<file path="src/rtl/uart_rx_ctrl.sv">
// uart_rx_ctrl: UART 8n1 receiver with 8x oversampling and a one-byte output buffer.
// The async rx line is synchronized, and the bits are sampled at mid-bit. Each byte is
// received LSB-first and handed to the core over a valid/ready handshake.
// Framing errors and overruns are reported as single-cycle pulses.
//
// Ports:
//   clk        system clock (single domain)
//   rst        synchronous reset, active-high
//   uart_rx    asynchronous serial input, idle high
//   valid      received byte available on data
//   ready      consumer accepts byte when valid && ready
//   data       received byte; stable while valid, held after handshake
//   frame_err  1-cycle pulse: stop bit sampled low, byte dropped
//   overrun    1-cycle pulse: byte completed while buffer full, new byte dropped
module uart_rx_ctrl #(
    parameter int unsigned CLK_DIV = 54
) (
    input  logic       clk,
    input  logic       rst,
    input  logic       uart_rx,
    output logic       valid,
    input  logic       ready,
    output logic [7:0] data,
    output logic       frame_err,
    output logic       overrun
);

    localparam int unsigned PRE_W = (CLK_DIV > 1) ? $clog2(CLK_DIV) : 1;

    typedef enum logic [2:0] {
        IDLE  = 3'd0,
        START = 3'd1,
        DATA  = 3'd2,
        STOP  = 3'd3,
        BRK   = 3'd4
    } state_t;

    state_t           state;
    logic             rx_m;
    logic             rx_s;
    logic [PRE_W-1:0] pre;
    logic [2:0]       smp;
    logic [2:0]       bit_cnt;
    logic [7:0]       shreg;

    logic tick_c;
    logic mid_c;
    logic end_c;
    logic done_c;
    logic ferr_c;

    // Oversample strobe, mid-bit and end-of-bit points within the current bit.
    assign tick_c = (pre == PRE_W'(CLK_DIV - 1));
    assign mid_c  = tick_c && (smp == 3'd3);
    assign end_c  = tick_c && (smp == 3'd7);
    assign done_c = (state == STOP) && mid_c && rx_s;
    assign ferr_c = (state == STOP) && mid_c && !rx_s;

    // Two-flop synchronizer; idles high so reset does not look like a start bit.
    always_ff @(posedge clk) begin
        if (rst) begin
            rx_m <= 1'b1;
            rx_s <= 1'b1;
        end else begin
            rx_m <= uart_rx;
            rx_s <= rx_m;
        end
    end

    // Prescaler; realigned on the start edge so ticks are phased to the frame.
    always_ff @(posedge clk) begin
        if (rst) begin
            pre <= '0;
        end else if ((state == IDLE) && !rx_s) begin
            pre <= '0;
        end else if (tick_c) begin
            pre <= '0;
        end else begin
            pre <= pre + PRE_W'(1);
        end
    end

    // Receive state machine with sample and bit counters and the shift register.
    always_ff @(posedge clk) begin
        if (rst) begin
            state   <= IDLE;
            smp     <= 3'd0;
            bit_cnt <= 3'd0;
            shreg   <= 8'd0;
        end else begin
            if (tick_c && (state inside {START, DATA, STOP})) begin
                smp <= smp + 3'd1;
            end
            case (state)
                IDLE: begin
                    if (!rx_s) begin
                        smp   <= 3'd0;
                        state <= START;
                    end
                end
                START: begin
                    // A line that is high again at mid start bit was a glitch.
                    if (mid_c && rx_s) begin
                        state <= IDLE;
                    end else if (end_c) begin
                        bit_cnt <= 3'd0;
                        state   <= DATA;
                    end
                end
                DATA: begin
                    if (mid_c) begin
                        shreg <= {rx_s, shreg[7:1]};
                    end
                    if (end_c) begin
                        if (bit_cnt == 3'd7) begin
                            state <= STOP;
                        end else begin
                            bit_cnt <= bit_cnt + 3'd1;
                        end
                    end
                end
                STOP: begin
                    // Leave at mid stop bit so the next start edge is not missed.
                    if (mid_c) begin
                        state <= rx_s ? IDLE : BRK;
                    end
                end
                BRK: begin
                    if (rx_s) begin
                        state <= IDLE;
                    end
                end
                default: state <= IDLE;
            endcase
        end
    end

    // One-entry output buffer with error pulses.
    always_ff @(posedge clk) begin
        if (rst) begin
            valid     <= 1'b0;
            data      <= 8'd0;
            frame_err <= 1'b0;
            overrun   <= 1'b0;
        end else begin
            frame_err <= ferr_c;
            overrun   <= 1'b0;
            if (done_c) begin
                // A byte arriving in the handshake cycle refills the buffer.
                if (!valid || ready) begin
                    data  <= shreg;
                    valid <= 1'b1;
                end else begin
                    overrun <= 1'b1;
                end
            end else if (valid && ready) begin
                valid <= 1'b0;
            end
        end
    end

endmodule

</file>
<file path="config.mk">
export PLATFORM = sky130hd
export DESIGN_NAME = uart_rx_ctrl
export DESIGN_NICKNAME = d
export VERILOG_FILES = /design/src/rtl/uart_rx_ctrl.sv
export SDC_FILE = /design/constraint.sdc
export NUM_CORES = 1
export LEC_CHECK = 0
export CAP_MARGIN = 20
export CELL_PAD_IN_SITES_DETAIL_PLACEMENT = 1
export CELL_PAD_IN_SITES_GLOBAL_PLACEMENT = 1
export CORE_ASPECT_RATIO = 0.8
export CORE_MARGIN = 4
export CORE_UTILIZATION = 40
export CTS_CLUSTER_SIZE = 14
export DETAILED_ROUTE_END_ITERATION = 8
export PLACE_DENSITY_LB_ADDON = 0.25
export SLEW_MARGIN = 40
export SYNTH_ARGS = -nofsm -noshare
export SYNTH_HDL_FRONTEND = slang
export SYNTH_SLANG_ARGS = --single-unit
export TNS_END_PERCENT = 1
</file>
<file path="constraint.sdc">
create_clock -name clk -period 4.55 [get_ports clk]
set_input_delay 0.91 -clock clk [delete_from_list [all_inputs] [get_ports clk]]
set_output_delay 0.91 -clock clk [all_outputs]
set_load 0.005 [all_outputs]
</file>
==> flow_summary_export.csv <==
group,metric,value,unit
grt,grtUsageTotal,14.6,%
run_status,status,"complete, no violations",
floorplanning,floorplan.core_area,3570,um2
setup_path,critical-path-slowest-cell,"sky130_fd_sc_hd__or4b_1",
clock_tree,cts.sinks,36,
grt,maximum_number_of_pins_on_one_net_before_global_route_repair,29,
synthesis,synth.cell_area,1540,um2
floorplanning,die-width,77.4,um
clock_tree,postCtsSetupRepairBufs,0,
timing,timing.max_slew.rel_slack,63.0,%
synthesis,avgSynthCellArea,9.76,um2
clock_tree,clk_transition_reported_paths,0.07,ns
timing,final.min_clock_period,2.08,ns
synthesis,synth.ff_latch_count,36,
clock_tree,cts_max_level,2,
timing,grt_setup_unrepaired,"false",
cells_and_area,fill_cells,406,
drt,detail-route-antenna-nets,0,
timing,slew_viol_final,0,
synthesis,synth.net_count,169,
drt,drcViolationCount,0,
power_and_ir_drop,vdd_drop_max,0.000177,V
floorplanning,die_area,4920,um2
synthesis,cell_count_after_synthesis,158,
clock_tree,worst_skew_pair.late_latency,0.29,ns
floorplanning,placementRows,19,
job,timing.max_cap.violations,0,
synthesis,synth_warnings,0,
placement,placement.io_buffers,14,
grt,gr-total-overflow,0,
synthesis,synth.yosys.seq_area_share,46.8,%
cells_and_area,fin_nets,181,
clock_tree,cts_hold_buffers,0,
drt,route.detailed.vias_per_inst,5.41,
placement,detailedPlacementHpwl,2370,um
clock_tree,max-clock-path-buffers,2,
drt,first_pass_iters,5,
grt,grt_pass1_vias,1143,
drt,initialDrtViolationCount,43,
floorplanning,chipHeight,63.5,um
timing,layout_worst_path_cycle_share,45.7,%
timing,hold_viol_final,0,
grt,first_pass_grt_wire_length,5540,um
setup_path,cp_data_arrival_time,2.29,ns
setup_path,worst_setup_path_type,"reg -> reg",
setup_path,critPathMaxStageDelay,0.55,ns
setup_path,path_cells,"ha_1, ha_1, nand2_1, a21oi_1, o311ai_1, or4b_1, a21oi_1",
timing,final_sum_of_negative_setup_slack,0,ns
synthesis,count_of_distinct_cell_types_in_the_synthesized_netlist,37,
grt,initial_antenna_violation_count,0,
drt,vias,1153,
timing,fmax,481,MHz
drt,detail_route.wirelength,3230,um
timing,setup_violations,0,
power_and_ir_drop,leakage_power,0.710,nW
cells_and_area,layout.cell_area.non_filler,1780,um2
drt,detailed_route_wire_length_per_cell,15.2,um
power_and_ir_drop,powerDensity,371,nW/um2
placement,placedInstanceArea,1680,um2
setup_path,timing.critical_path.from_type,"flip-flop",
clock_tree,clockRootBuffer,"sky130_fd_sc_hd__clkbuf_8",
clock_tree,tritoncts_clock_tree,"yes",
cells_and_area,post_route_cells_drive_above_1_share,11.1,%
setup_path,worst-path-max-fanout,4,
setup_path,worstPathRequired,4.76,ns
clock_tree,tritoncts.num_buffers,5,
cells_and_area,flow.area_growth_from_synthesis,15.7,%
timing,fin_hold_ws,0.424,ns
clock_tree,ctsResizeCount,0,
setup_path,worst_setup_path_end_kind,"flip-flop",
hold_path,type_of_the_tightest_min_delay_check,"reg -> reg",
cells_and_area,utilization,50.0,%
placement,globalplace.congestion,0.831,
timing,clock-skew-final,0.00303,ns
floorplanning,initial_utilization,43.2,%
cells_and_area,antenna_cells,0,
floorplanning,num_io_pins,15,
timing,worst_pin_slew,0.555,ns
registers in the layout (all words and copies together) (netlist names), 3 cells and up:
signal and cells:
smp 3, bit_cnt 3, state 3, data 8
shreg 8, pre 6
placed cells by master, fill, tap and decap left out, drive strengths merged, types with 2 or more instances in the layout:
cell type,Yosys,layout
clkbuf,5,7
nor2,30,30
clkdlybuf4s50,0,13
nor3,3,3
nand3,2,2
and3,2,2
nor2b,2,2
or2,5,5
nand2b,2,2
dfxtp,36,36
nor4,2,2
xnor2,3,3
xor2,3,3
ha,7,7
nand2,7,7
mux2i,18,18
inv,3,3
a21oi,7,7
through the flow:
step / worst slack [ns] / power (mW) / cells
after floorplan: 2.73 / 0.415 / 158
after global placement: 1.86 / 0.427 / 205
after detailed placement: 2.41 / 0.434 / 205
after CTS: 2.48 / 0.669 / 213
after global routing: 2.22 / 0.700 / 213
final: 2.47 / 0.662 / 213
per-layer routing:
layer  GRT usage [%]  part of all wire (%)
met1            18.3                    49
met5               0                     0
met3            3.99                   3.6
met4            8.00                   2.3
met2            22.5                    45
final timing paths:
kind / start / end / slack, ns / cells past startpoint
worst max register to register: smp[0]$_SDFF_PP0_ / state[1]$_SDFFE_PP0P_ / 2.47 / 7
worst min register to register: rx_m$_SDFF_PP1_ / rx_s$_SDFF_PP1_ / 0.42 / 1
worst max-delay path: smp[0]$_SDFF_PP0_ / state[1]$_SDFFE_PP0P_ / 2.47 / 7
worst min-delay path: rx_m$_SDFF_PP1_ / rx_s$_SDFF_PP1_ / 0.42 / 1
cell type report:
type | instances | area (um2) | share of cell area (%)
Multi-Input combinational cell | 110 | 771 | 43.2
Sequential cell | 36 | 721 | 40.4
Timing Repair Buffer | 14 | 135 | 7.57
Clock buffer | 7 | 86.3 | 4.84
Tap cell | 42 | 52.6 | 2.95
Inverter | 3 | 11.3 | 0.631
Clock inverter | 1 | 7.51 | 0.421
worst max-delay path, delay by kind of cell (launching register included):
family,cells,cell delay (ns)
flops,1,0.37
compound gates,3,0.50
fa+ha+maj,2,0.45
simple gates,2,0.69
logic make-up (layout without fill, tap and decap cells):
logic type / Yosys count / in the layout / synth area share (%)
adder cells (fa/ha/maj): 7 / 7 / 5.68
AO/OA/AOI/OAI: 15 / 15 / 6.74
XOR/XNOR: 6 / 6 / 3.41
flip-flops: 36 / 36 / 46.8
multiplexers: 18 / 18 / 11.7
buffers and inverters: 12 / 25 / 3.65
AND/OR/NAND/NOR: 64 / 64 / 22.1
synthesized netlist by cell type:
library cell	count	area, um2
sky130_fd_sc_hd__nand2_1	7	26.3
sky130_fd_sc_hd__o21ba_2	1	10.0
sky130_fd_sc_hd__o311ai_1	1	8.76
sky130_fd_sc_hd__clkbuf_1	5	18.8
sky130_fd_sc_hd__nand4bb_1	1	11.3
sky130_fd_sc_hd__ha_1	7	87.6
sky130_fd_sc_hd__nand2b_4	1	13.8
sky130_fd_sc_hd__buf_2	3	15.0
sky130_fd_sc_hd__nor4b_1	1	8.76
sky130_fd_sc_hd__or3b_1	1	8.76
sky130_fd_sc_hd__or4b_1	1	10.0
sky130_fd_sc_hd__a21oi_1	7	35.0
sky130_fd_sc_hd__nand3b_1	1	7.51
sky130_fd_sc_hd__a21o_1	1	7.51
sky130_fd_sc_hd__nand4_2	1	12.5
sky130_fd_sc_hd__xor2_1	3	26.3
sky130_fd_sc_hd__a22oi_1	1	7.51
sky130_fd_sc_hd__nor4bb_1	1	10.0
sky130_fd_sc_hd__nor4_1	2	12.5
sky130_fd_sc_hd__o21ai_0	1	5.00
sky130_fd_sc_hd__nor3b_1	1	7.51
sky130_fd_sc_hd__nand3_1	2	10.0
sky130_fd_sc_hd__mux2i_1	18	180
sky130_fd_sc_hd__nor2_1	30	113
sky130_fd_sc_hd__and3_1	2	12.5
sky130_fd_sc_hd__inv_1	3	11.3
sky130_fd_sc_hd__buf_6	1	11.3
sky130_fd_sc_hd__or4_4	1	11.3
sky130_fd_sc_hd__nor2b_1	2	12.5
sky130_fd_sc_hd__nand2b_1	1	6.26
sky130_fd_sc_hd__or2_2	5	31.3
sky130_fd_sc_hd__o31ai_2	1	12.5
sky130_fd_sc_hd__xnor2_1	3	26.3
sky130_fd_sc_hd__dfxtp_1	36	721
sky130_fd_sc_hd__nor3_1	3	15.0
sky130_fd_sc_hd__o2bb2a_1	1	10.0
sky130_fd_sc_hd__a211oi_1	1	7.51
power by group:
group / switching [mW] / internal (mW)
logic: 0.0431 / 0.0413
registers: 0.0182 / 0.325
clock network: 0.111 / 0.123
total: 0.173 / 0.489
Power figures use the tool's default switching activity.
